## config.mk

```make
export PLATFORM = sky130hd
export DESIGN_NAME = apb_arb_master
export DESIGN_NICKNAME = d
export VERILOG_FILES = /design/src/rtl/apb_arb_master.sv
export SDC_FILE = /design/constraint.sdc
export NUM_CORES = 1
export LEC_CHECK = 0
export ABC_AREA = 1
export CAP_MARGIN = 0
export CORE_ASPECT_RATIO = 2
export CORE_UTILIZATION = 25
export CTS_BUF_LIST = sky130_fd_sc_hd__clkbuf_4 sky130_fd_sc_hd__clkbuf_8
export CTS_CLUSTER_DIAMETER = 120
export DETAILED_ROUTE_END_ITERATION = 16
export PLACE_DENSITY = 0.6
export SYNTH_ARGS = -nofsm -noshare
export SYNTH_HDL_FRONTEND = slang
export SYNTH_SLANG_ARGS = --single-unit
export TNS_END_PERCENT = 5
```

## constraint.sdc

```tcl
create_clock -name pclk -period 1.3 [get_ports pclk]
set_clock_uncertainty 0.1 [all_clocks]
set_input_delay 0.26 -clock pclk [delete_from_list [all_inputs] [get_ports pclk]]
set_output_delay 0.26 -clock pclk [all_outputs]
set_load 0.02 [all_outputs]
```

## src/rtl/apb_arb_master.sv

```systemverilog
// Round-robin APB master for two requesters (IDLE -> SETUP -> ACCESS), every output registered; ack >= 3 cycles after grant.
// Requesters hold valid until acked and wait while a transfer is in flight; `APB_ARB_TIMEOUT_EN adds an ACCESS wait limit.
module apb_arb_master #(
    parameter int ADDR_W  = 32,
    parameter int DATA_W  = 32,
    parameter int TIMEOUT = 16
) (
    input  logic                pclk,
    input  logic                presetn,
    input  logic [1:0]          req_valid,
    input  logic [1:0]          req_write,
    input  logic [2*ADDR_W-1:0] req_addr,
    input  logic [2*DATA_W-1:0] req_wdata,
    output logic [1:0]          req_ack,
    output logic [DATA_W-1:0]   req_rdata,
    output logic                req_err,
    output logic                psel,
    output logic                penable,
    output logic                pwrite,
    output logic [ADDR_W-1:0]   paddr,
    output logic [DATA_W-1:0]   pwdata,
    input  logic [DATA_W-1:0]   prdata,
    input  logic                pready
);

    typedef enum logic [1:0] {
        IDLE   = 2'd0,
        SETUP  = 2'd1,
        ACCESS = 2'd2
    } state_t;

    state_t     state;
    logic       grant;
    logic       last_grant;
    logic       pick;
    logic [1:0] cand;

    if (TIMEOUT < 1) begin : g_bad_timeout
        $error("apb_arb_master: TIMEOUT must be at least 1");
    end

    // The acked requester only sees its pulse at the next edge, so its valid is stale for one cycle.
    assign cand = req_valid & ~req_ack;

    always_comb begin
        pick = 1'b0;
        case (cand)
            2'b10:   pick = 1'b1;
            2'b11:   pick = ~last_grant;
            default: pick = 1'b0;
        endcase
    end

`ifdef APB_ARB_TIMEOUT_EN
    localparam int CNT_W = (TIMEOUT > 1) ? $clog2(TIMEOUT) : 1;
    localparam logic [CNT_W-1:0] CNT_LAST = CNT_W'(TIMEOUT - 1);
    logic [CNT_W-1:0] wait_cnt;
`else
    assign req_err = 1'b0;
`endif

    always_ff @(posedge pclk or negedge presetn) begin
        if (!presetn) begin
            state      <= IDLE;
            psel       <= 1'b0;
            penable    <= 1'b0;
            pwrite     <= 1'b0;
            paddr      <= '0;
            pwdata     <= '0;
            req_ack    <= 2'b00;
            req_rdata  <= '0;
            grant      <= 1'b0;
            last_grant <= 1'b1;
`ifdef APB_ARB_TIMEOUT_EN
            req_err    <= 1'b0;
            wait_cnt   <= '0;
`endif
        end else begin
            req_ack <= 2'b00;
`ifdef APB_ARB_TIMEOUT_EN
            req_err <= 1'b0;
`endif
            case (state)
                IDLE: begin
                    if (|cand) begin
                        grant  <= pick;
                        pwrite <= pick ? req_write[1] : req_write[0];
                        paddr  <= pick ? req_addr[ADDR_W +: ADDR_W] : req_addr[0 +: ADDR_W];
                        pwdata <= pick ? req_wdata[DATA_W +: DATA_W] : req_wdata[0 +: DATA_W];
                        psel   <= 1'b1;
                        state  <= SETUP;
                    end
                end
                SETUP: begin
                    penable <= 1'b1;
                    state   <= ACCESS;
`ifdef APB_ARB_TIMEOUT_EN
                    wait_cnt <= '0;
`endif
                end
                ACCESS: begin
                    if (pready) begin
                        req_ack    <= grant ? 2'b10 : 2'b01;
                        if (!pwrite) begin
                            req_rdata <= prdata;
                        end
                        last_grant <= grant;
                        psel       <= 1'b0;
                        penable    <= 1'b0;
                        state      <= IDLE;
                    end
`ifdef APB_ARB_TIMEOUT_EN
                    else if (wait_cnt == CNT_LAST) begin
                        req_ack    <= grant ? 2'b10 : 2'b01;
                        req_err    <= 1'b1;
                        req_rdata  <= '0;
                        last_grant <= grant;
                        psel       <= 1'b0;
                        penable    <= 1'b0;
                        state      <= IDLE;
                    end else begin
                        wait_cnt <= wait_cnt + 1'b1;
                    end
`endif
                end
                default: state <= IDLE;
            endcase
        end
    end

endmodule

```

==> results of run 1 <==
[routing by layer]
metal  track usage  up-vias  share of wire
met5             0        -              0
met4        0.0835        0          0.038
met1         0.178     2493           0.36
li1              -     2731              -
met2         0.341      176           0.56
met3        0.0241       35          0.034
[how the worst max path moves through the flow]
stage | end | slack (ns)
3_3_place_gp | pwdata[7] | -0.44
3_5_place_dp | paddr[18] | -0.46
2_1_floorplan | paddr[10] | -0.02
4_1_cts | paddr[18] | -0.20
5_1_grt | paddr[18] | -0.25
6_report | pwrite | -0.17
[placed cells by master, fill, tap and decap left out, drive strengths merged]
cell | netlist | layout
clkbuf | 5 | 11
dfrtp | 104 | 104
clkdlybuf4s15 | 0 | 5
dlygate4sd3 | 0 | 1
conb | 1 | 1
inv | 137 | 142
bufbuf | 0 | 1
bufinv | 0 | 1
nand2 | 275 | 275
o21ai | 2 | 2
nand3 | 163 | 163
buf | 40 | 127
nor2 | 6 | 6
clkdlybuf4s50 | 0 | 165
clkinvlp | 0 | 1
dfstp | 1 | 1
[where the power goes]
| group | leakage [nW] | total (mW) | switching (mW) | internal (mW) |
|---|---|---|---|---|
| logic | 3.33 | 10.0 | 5.87 | 4.16 |
| registers | 1.28 | 5.86 | 0.990 | 4.87 |
| clock network | 0.103 | 2.19 | 1.26 | 0.934 |
| total | 4.71 | 18.1 | 8.11 | 9.97 |
[area by class of cell]
| cell class | instances | area [um^2] |
|---|---|---|
| clock inverter | 7 | 83.8 |
| multi-input combinational | 447 | 2000 |
| clock buffer | 9 | 124 |
| sequential | 105 | 2630 |
| timing repair buffer | 301 | 2990 |
| inverter | 137 | 514 |
| fill | 2217 | 12300 |
| tap | 269 | 337 |
[state kept, by name (all words and copies together) (netlist names)]
name and flops:
pwrite 1, pwdata 32, state 2, last_grant 1, grant 1, penable 1, psel 1, req_rdata 32
req_ack 2, paddr 32
[kinds of logic (layout without fill, tap and decap cells)]
| family | Yosys count | count (layout) | synth area share |
|---|---|---|---|
| AND/OR/NAND/NOR | 444 | 444 | 0.353 |
| flip-flops | 105 | 105 | 0.495 |
| AO/OA/AOI/OAI | 2 | 2 | 0.00188 |
| other | 1 | 1 | 0.000706 |
| buffers and inverters | 182 | 454 | 0.149 |
[through the flow]
step	total power, mW	setup TNS (ns)	std cells	cell area [um^2]
after floorplan	11.1	-0.625	734	5360
after global placement	16.1	-39.37	1250	8390
after detailed placement	16.2	-40.68	1250	8390
after CTS	18.0	-15.11	1272	8490
after global routing	19.3	-19.41	1275	8680
final	18.1	-9.64	1275	8680
[worst register-to-register path: cells and delay by family, from the launching register on]
| family | cells | cell delay [ns] |
|---|---|---|
| flip-flops | 1 | 0.57 |
| AND/OR/NAND/NOR | 5 | 0.41 |
| buffers and inverters | 2 | 0.30 |
[cells in the mapped netlist, drive strengths merged]
cell type and instances:
o21ai 2, buf 40, nand2 275, inv 137, clkbuf 5, dfstp 1, nor2 6, dfrtp 104
conb 1, nand3 163
[repair_timing]
action | 4_1_cts | 5_1_grt
buffers inserted | 3 | 1
hold endpoints to repair | 105 | 0
gates resized for setup | 456 | 37
pin swaps | 2 | 2
hold buffers | 1 | 0
setup endpoints to repair | 198 | 204
cloned | 2 | 2
==> impl_metrics.toml, run 1 <==
[place]
dp_slack_ns = -0.457
finalWeightedCongestion = 0.823
dp_hpwl_um = 13700
numPortBuffers = 267

[sta]
worst_slack_ns = -0.166
rsz0062_at_grt = "true"
finalMaxSlewViolations = 0
fmax_mhz = 682
setup_viol = 86
fin_crit_sh = 1.13
period_needed_ns = 1.47
hold_viol = 0
hold_ws_ns = 0.194

[clock_network]
htreeDepth = 3
path_clk_slew_ns = 0.11
cts_root_buf = "clkbuf_8"
cts_made_buffers = 9
cts_sinks = 105
insertion_delay_ns = 0.37
clock_path_buffers = 2
cts_tree = "yes"

[outcome]
violations = "setup timing"
status = "finished, violations left"

[route]
vias_per_cell = 4.26
ant_nets = 0
first_pass_iters = 6
wl_per_cell_um = 15.0
num_vias = 5435
drc_errors = 0
drt_iter0_drc = 168
finalWirelength_um = 19100

[floorplan]
die_w_um = 105
pin_count = 269
fp.dieArea_mm2 = 0.0219
fp-row-count = 75
die_h_um = 208
start_util = 0.254
core_mm2 = 0.0209

[synthesis]
ys_ff_latch = 105
synth_cell_types = 16
ys_warn_count = 0
ys_top_cells_by_area = "dfrtp_1, nand2_1, nand3_1"
avgSynthCellArea_um2 = 7.24
synth_nets = 901
synthesis.area_mm2 = 0.00532
synth.largest_area_cell = "dfrtp_1"
ys_seq_area_frac = 0.495
syn_inst = 734
synth_top_area_share = 0.490

[worst_setup_path]
critPathMaxFanout = 9
r2r_start = "last_grant"
cp_num_buf_inv = 5
path_depth = 10
r2r_slack_ns = -0.16
worstPathCellList = "clkdlybuf4s50_1 -> inv_1 -> nor2_4 -> buf_12 -> nand2_8 -> buf_12 -> clkbuf_16 -> nand2_1 -> nand3_2 -> nand2_1"
worstSetupPathType = "input pin to register"
worstPathRequired_ns = 1.52
cp.arrival_ns = 1.69
end_kind = "register"
critPathTopFamily = "buffers and inverters"
setup.worst_path.start_class = "input pin"
r2r_end = "pwrite"
cp-startpoint = "req_valid[1]"
max_stage_delay_ns = 0.50
r2r_cells = 7
cp_slowest_cell = "clkdlybuf4s50_1"

[layout]
layout.nets = 1168
syn_to_final_growth_pct = 63.2
utilization = 0.415
drive_gt1_frac = 0.181
diodes = 0

[global_route]
overflow = 0
antenna_found_initial = 0
grt_usage = 0.175
grt_max_degree = 39
grt_pass1_vias = 5376
grt_pass1_wl_um = 29200

[pwr]
cellLeakagePower_nw = 4.71
peakVddDrop_mv = 0.801
p_per_area_mw_per_mm2 = 2080

[job]
maxCapViolCount = 0

[min_path]
hold_path.class = "input pin to async pin"
Power figures use the tool's default switching activity.
==> inputs of run 2 (changes only) <==
MAX_ROUTING_LAYER = met4   (was not set)
==> impl_metrics.toml, run 2 (synthesis gave the netlist of run 1 again) <==
[outcome]
status = "finished, violations left"
violations = "setup timing"

[global_route]
antenna_found_initial = 0
grt_usage = 0.180
grt_pass1_vias = 5387
overflow = 0
grt_max_degree = 39
grt_pass1_wl_um = 29200

[floorplan]
fp-row-count = 75
fp.dieArea_mm2 = 0.0219
die_w_um = 105
start_util = 0.254
core_mm2 = 0.0209
pin_count = 269
die_h_um = 208

[clock_network]
insertion_delay_ns = 0.37
cts_tree = "yes"
cts_made_buffers = 9
cts_root_buf = "clkbuf_8"
htreeDepth = 3
path_clk_slew_ns = 0.11
clock_path_buffers = 2
cts_sinks = 105

[layout]
final_area_mm2 = 0.00866
layout.nets = 1168
final_common_cell = "nand2_1"
top_regs = "paddr x32, pwdata x32, req_rdata x32"
fill_cells = 2219
diodes = 0
syn_to_final_growth_pct = 62.9
drive_gt1_frac = 0.177
layout_common_cells = "nand2_1, clkdlybuf4s50_1, nand3_1, inv_1, dfrtp_1"

[worst_setup_path]
end_kind = "register"
r2r_cells = 7
cp-startpoint = "req_valid[1]"
setup.worst_path.start_class = "input pin"
max_stage_delay_ns = 0.50
path_depth = 10
worstSetupEndpoint = "pwrite"
cp_num_buf_inv = 5
worstPathCellList = "clkdlybuf4s50_1 -> inv_1 -> nor2_4 -> buf_12 -> nand2_8 -> buf_12 -> clkbuf_16 -> nand2_1 -> nand3_2 -> nand2_1"
r2r_slack_ns = -0.17
critPathMaxFanout = 9
r2r_start = "last_grant"
r2r_end = "pwrite"
cp_slowest_cell = "clkdlybuf4s50_1"
worstPathRequired_ns = 1.52
critPathTopFamily = "buffers and inverters"
worstSetupPathType = "input pin to register"
cp.arrival_ns = 1.69

[route]
wl_per_cell_um = 15.0
drc_errors = 0
drt_iter0_drc = 144
vias_per_cell = 4.28
first_pass_iters = 4
num_vias = 5456
ant_nets = 0
finalWirelength_um = 19100

[sta]
fmax_mhz = 680
fin_crit_sh = 1.13
finalMaxSlewViolations = 0
worst_slack_ns = -0.171
rsz0062_at_grt = "true"
period_needed_ns = 1.47
setup_viol = 87
hold_viol = 0

[pwr]
cellLeakagePower_nw = 4.71
p_seq_frac = 0.324
pwr-share-clk = 0.122
p_switching_mw = 8.11
p_comb_frac = 0.554
peakVddDrop_mv = 0.800
switching_share = 0.449
p_int_mw = 9.96
p_per_area_mw_per_mm2 = 2090

[place]
numPortBuffers = 267
finalWeightedCongestion = 0.835
dp_slack_ns = -0.457
placed_cell_area_mm2 = 0.00839
dp_hpwl_um = 13700

[job]
maxCapViolCount = 0

[min_path]
hold_path.class = "input pin to async pin"
[run 2: cell counts in the layout (fill, tap and decap cells not counted)]
Identical to the previous run, type by type.
[run 2: per-stage QoR]
step | std cells | TNS (ns) | total power [mW] | hold WS [ns] | util
finish | 1275 | -9.98 | 18.1 | 0.193 | 0.414
floorplan | 734 | -0.625 | 11.1 | -0.136 | -
global placement | 1250 | -39.37 | 16.1 | 0.0692 | 0.401
detailed placement | 1250 | -40.68 | 16.2 | 0.0639 | 0.401
CTS | 1272 | -15.11 | 18.0 | 0.171 | 0.406
global route | 1275 | -19.67 | 19.3 | 0.184 | 0.414
[run 2: power groups by stage]
stage	logic (mW)	registers, mW	clock network [mW]
after global routing	10.9	6.05	2.41
final	10.0	5.86	2.20
after detailed placement	10.4	5.78	0
after CTS	9.90	5.83	2.31
after global placement	10.3	5.76	0
after floorplan	3.53	7.58	0
[run 2: worst register-to-register path, stage by stage (launching register included)]
cell and delay [ns]:
dfstp_2 0.58, nand3_4 0.12, nand2_8 0.10, buf_12 0.13, clkbuf_16 0.17, nand2_1 0.06, nand3_2 0.07, nand2_1 0.05
[run 2: area by class of cell]
cell class | instances | area (um^2) | area share
clock inverter | 7 | 83.8 | 0.00968
timing repair buffer | 301 | 2990 | 0.345
tap | 269 | 337 | 0.0389
sequential | 105 | 2630 | 0.304
clock buffer | 9 | 124 | 0.0143
multi-input combinational | 447 | 1980 | 0.229
inverter | 137 | 514 | 0.0594
[run 2: routing by layer]
| metal | vias to the layer above | part of all wire | global-route usage |
|---|---|---|---|
| met2 | 171 | 0.56 | 0.341 |
| met3 | 35 | 0.033 | 0.0235 |
| li1 | 2732 | - | - |
| met4 | 0 | 0.036 | 0.0835 |
| met1 | 2518 | 0.37 | 0.179 |
| met5 | - | 0 | - |
[run 2: worst min-delay path by stage]
stage,end,cells past startpoint,start
after CTS,pwdata[7],2,presetn
after floorplan,grant,0,presetn
final,pwdata[7],2,presetn
after detailed placement,pwdata[7],1,presetn
after global placement,pwdata[8],1,presetn
after global routing,pwdata[7],2,presetn
[run 2: what timing repair did]
| action | CTS | global route |
|---|---|---|
| endpoints found under the hold margin | 105 | 0 |
| hold buffers | 1 | 0 |
| buffers inserted | 3 | 1 |
| endpoints found under the setup margin | 198 | 204 |
| gates resized for setup | 456 | 33 |
| gates cloned | 2 | 2 |
| pin swaps | 2 | 2 |
==> inputs of run 3 (changes only) <==
CORE_UTILIZATION = 38   (was 25)
PLACE_DENSITY = 0.83   (was 0.6)
REMOVE_ABC_BUFFERS = 1   (was not set)
==> impl_metrics.toml, run 3 (synthesis gave the netlist of run 1 again) <==
[outcome]
status = "finished, violations left"
violations = "setup timing"

[layout]
layout_common_cells = "nand2_1, clkdlybuf4s50_1, inv_1, nand3_1, dfrtp_1"
final_common_cell = "nand2_1"
diodes = 0
top_regs = "paddr x32, pwdata x32, req_rdata x32"
syn_to_final_growth_pct = 62.6
final_area_mm2 = 0.00864
utilization = 0.640
drive_gt1_frac = 0.214
fill_cells = 1169
layout.nets = 1178

[floorplan]
die_h_um = 169
core_mm2 = 0.0135
die_w_um = 85.6
start_util = 0.393
fp.dieArea_mm2 = 0.0145
fp-row-count = 60
pin_count = 269

[clock_network]
clock_path_buffers = 2
cts_made_buffers = 9
htreeDepth = 3
cts_tree = "yes"
path_clk_slew_ns = 0.12
cts_root_buf = "clkbuf_8"
insertion_delay_ns = 0.37
cts_sinks = 105

[global_route]
overflow = 0
grt_usage = 0.242
grt_use_met1 = 0.241
grt_pass1_vias = 5471
use_met2 = 0.439
grt_pass1_wl_um = 26500
antenna_found_initial = 0
grt_max_degree = 40
grt_busiest_layer = "met2"
grtUsageMet3 = 0.0423

[place]
numPortBuffers = 267
placed_cell_area_mm2 = 0.00828
finalWeightedCongestion = 0.883
dp_slack_ns = -0.454
dp_hpwl_um = 12600

[route]
vias_per_cell = 4.83
wl_per_cell_um = 15.1
drc_errors = 0
drt_iter0_drc = 219
ant_nets = 0
first_pass_iters = 7
num_vias = 5652
finalWirelength_um = 17700

[job]
maxCapViolCount = 0

[pwr]
fin_total_pwr_mw = 18.0
peakVddDrop_mv = 1.04
p_comb_frac = 0.559
p_int_mw = 9.92
p_switching_mw = 8.10
pwr-share-clk = 0.119
p_per_area_mw_per_mm2 = 2080
p_seq_frac = 0.322
cellLeakagePower_nw = 4.79
switching_share = 0.449

[worst_setup_path]
worstPathRequired_ns = 1.48
cp.arrival_ns = 1.67
setup.worst_path.start_class = "register"
worstSetupPathType = "register to register"
critPathMaxFanout = 7
end_kind = "register"

[sta]
period_needed_ns = 1.48
hold_ws_ns = 0.143
fin_crit_sh = 1.14
setup_viol = 81
finalMaxSlewViolations = 0
fmax_mhz = 674
worst_slack_ns = -0.183
hold_viol = 0
rsz0062_at_grt = "true"

[min_path]
hold_path.class = "input pin to async pin"
-- run 3: cell count changes in the layout (fill, tap and decap cells not counted), moves of 3 or more --
cell	previous run	this run
buf_2	52	67
buf_6	45	36
clkdlybuf4s15_2	5	0
nand3_2	5	37
inv_6	4	1
nand3_1	157	125
buf_4	15	24
-- run 3: routing by layer --
metal,vias up,share of wire
li1,2760,-
met1,2580,0.36
met2,243,0.54
met3,69,0.050
met4,0,0.055
met5,-,0
-- run 3: timing repair --
action                                  CTS  global route
gates cloned                              2             3
endpoints found under the setup margin  203           199
pin swaps                                 2            36
gates resized for setup                 457            71
hold endpoints to repair                104             0
setup buffers                             6             2
hold buffers                              1             0
-- run 3: power by group through the flow --
stage	clock network, mW	registers (mW)	logic, mW
floorplan	0	7.57	3.01
global placement	0	5.76	10.2
detailed placement	0	5.78	10.4
CTS	2.22	5.77	9.65
global route	2.35	5.98	10.9
finish	2.14	5.81	10.1
-- run 3: path summary, 6_finish.rpt --
kind | endpoint | slack, ns | start | depth (start not counted)
max | pwdata[16] | -0.18 | req_ack[1] | 6
min | req_rdata[5] | 0.14 | presetn | 2
max reg2reg | pwdata[16] | -0.18 | req_ack[1] | 6
min reg2reg | req_ack[0] | 0.35 | grant | 1
max in group asynchronous | req_rdata[25] | 0.39 | presetn | 3
min in group pclk | req_rdata[0] | 0.34 | prdata[0] | 3
-- run 3: critical path: stages (launching register included) --
cell       delay, ns
dfrtp_1         0.44
nor2_4          0.25
buf_6           0.19
clkbuf_16       0.17
nand3_2         0.09
nand3_2         0.10
nand2_1         0.05
-- run 3: cell type report --
type | count | area [um^2] | share of cell area
timing repair buffer | 311 | 2940 | 0.341
sequential | 105 | 2630 | 0.304
multi-input combinational | 447 | 2150 | 0.249
inverter | 137 | 514 | 0.0595
tap | 155 | 194 | 0.0224
clock buffer | 9 | 124 | 0.0143
clock inverter | 7 | 86.3 | 0.00999
-- run 3: through the flow --
stage	setup TNS (ns)	std cells
CTS	-10.18	1167
global route	-16.50	1171
finish	-8.46	1171
detailed placement	-37.84	1142
global placement	-34.56	1142
floorplan	-209.60	689
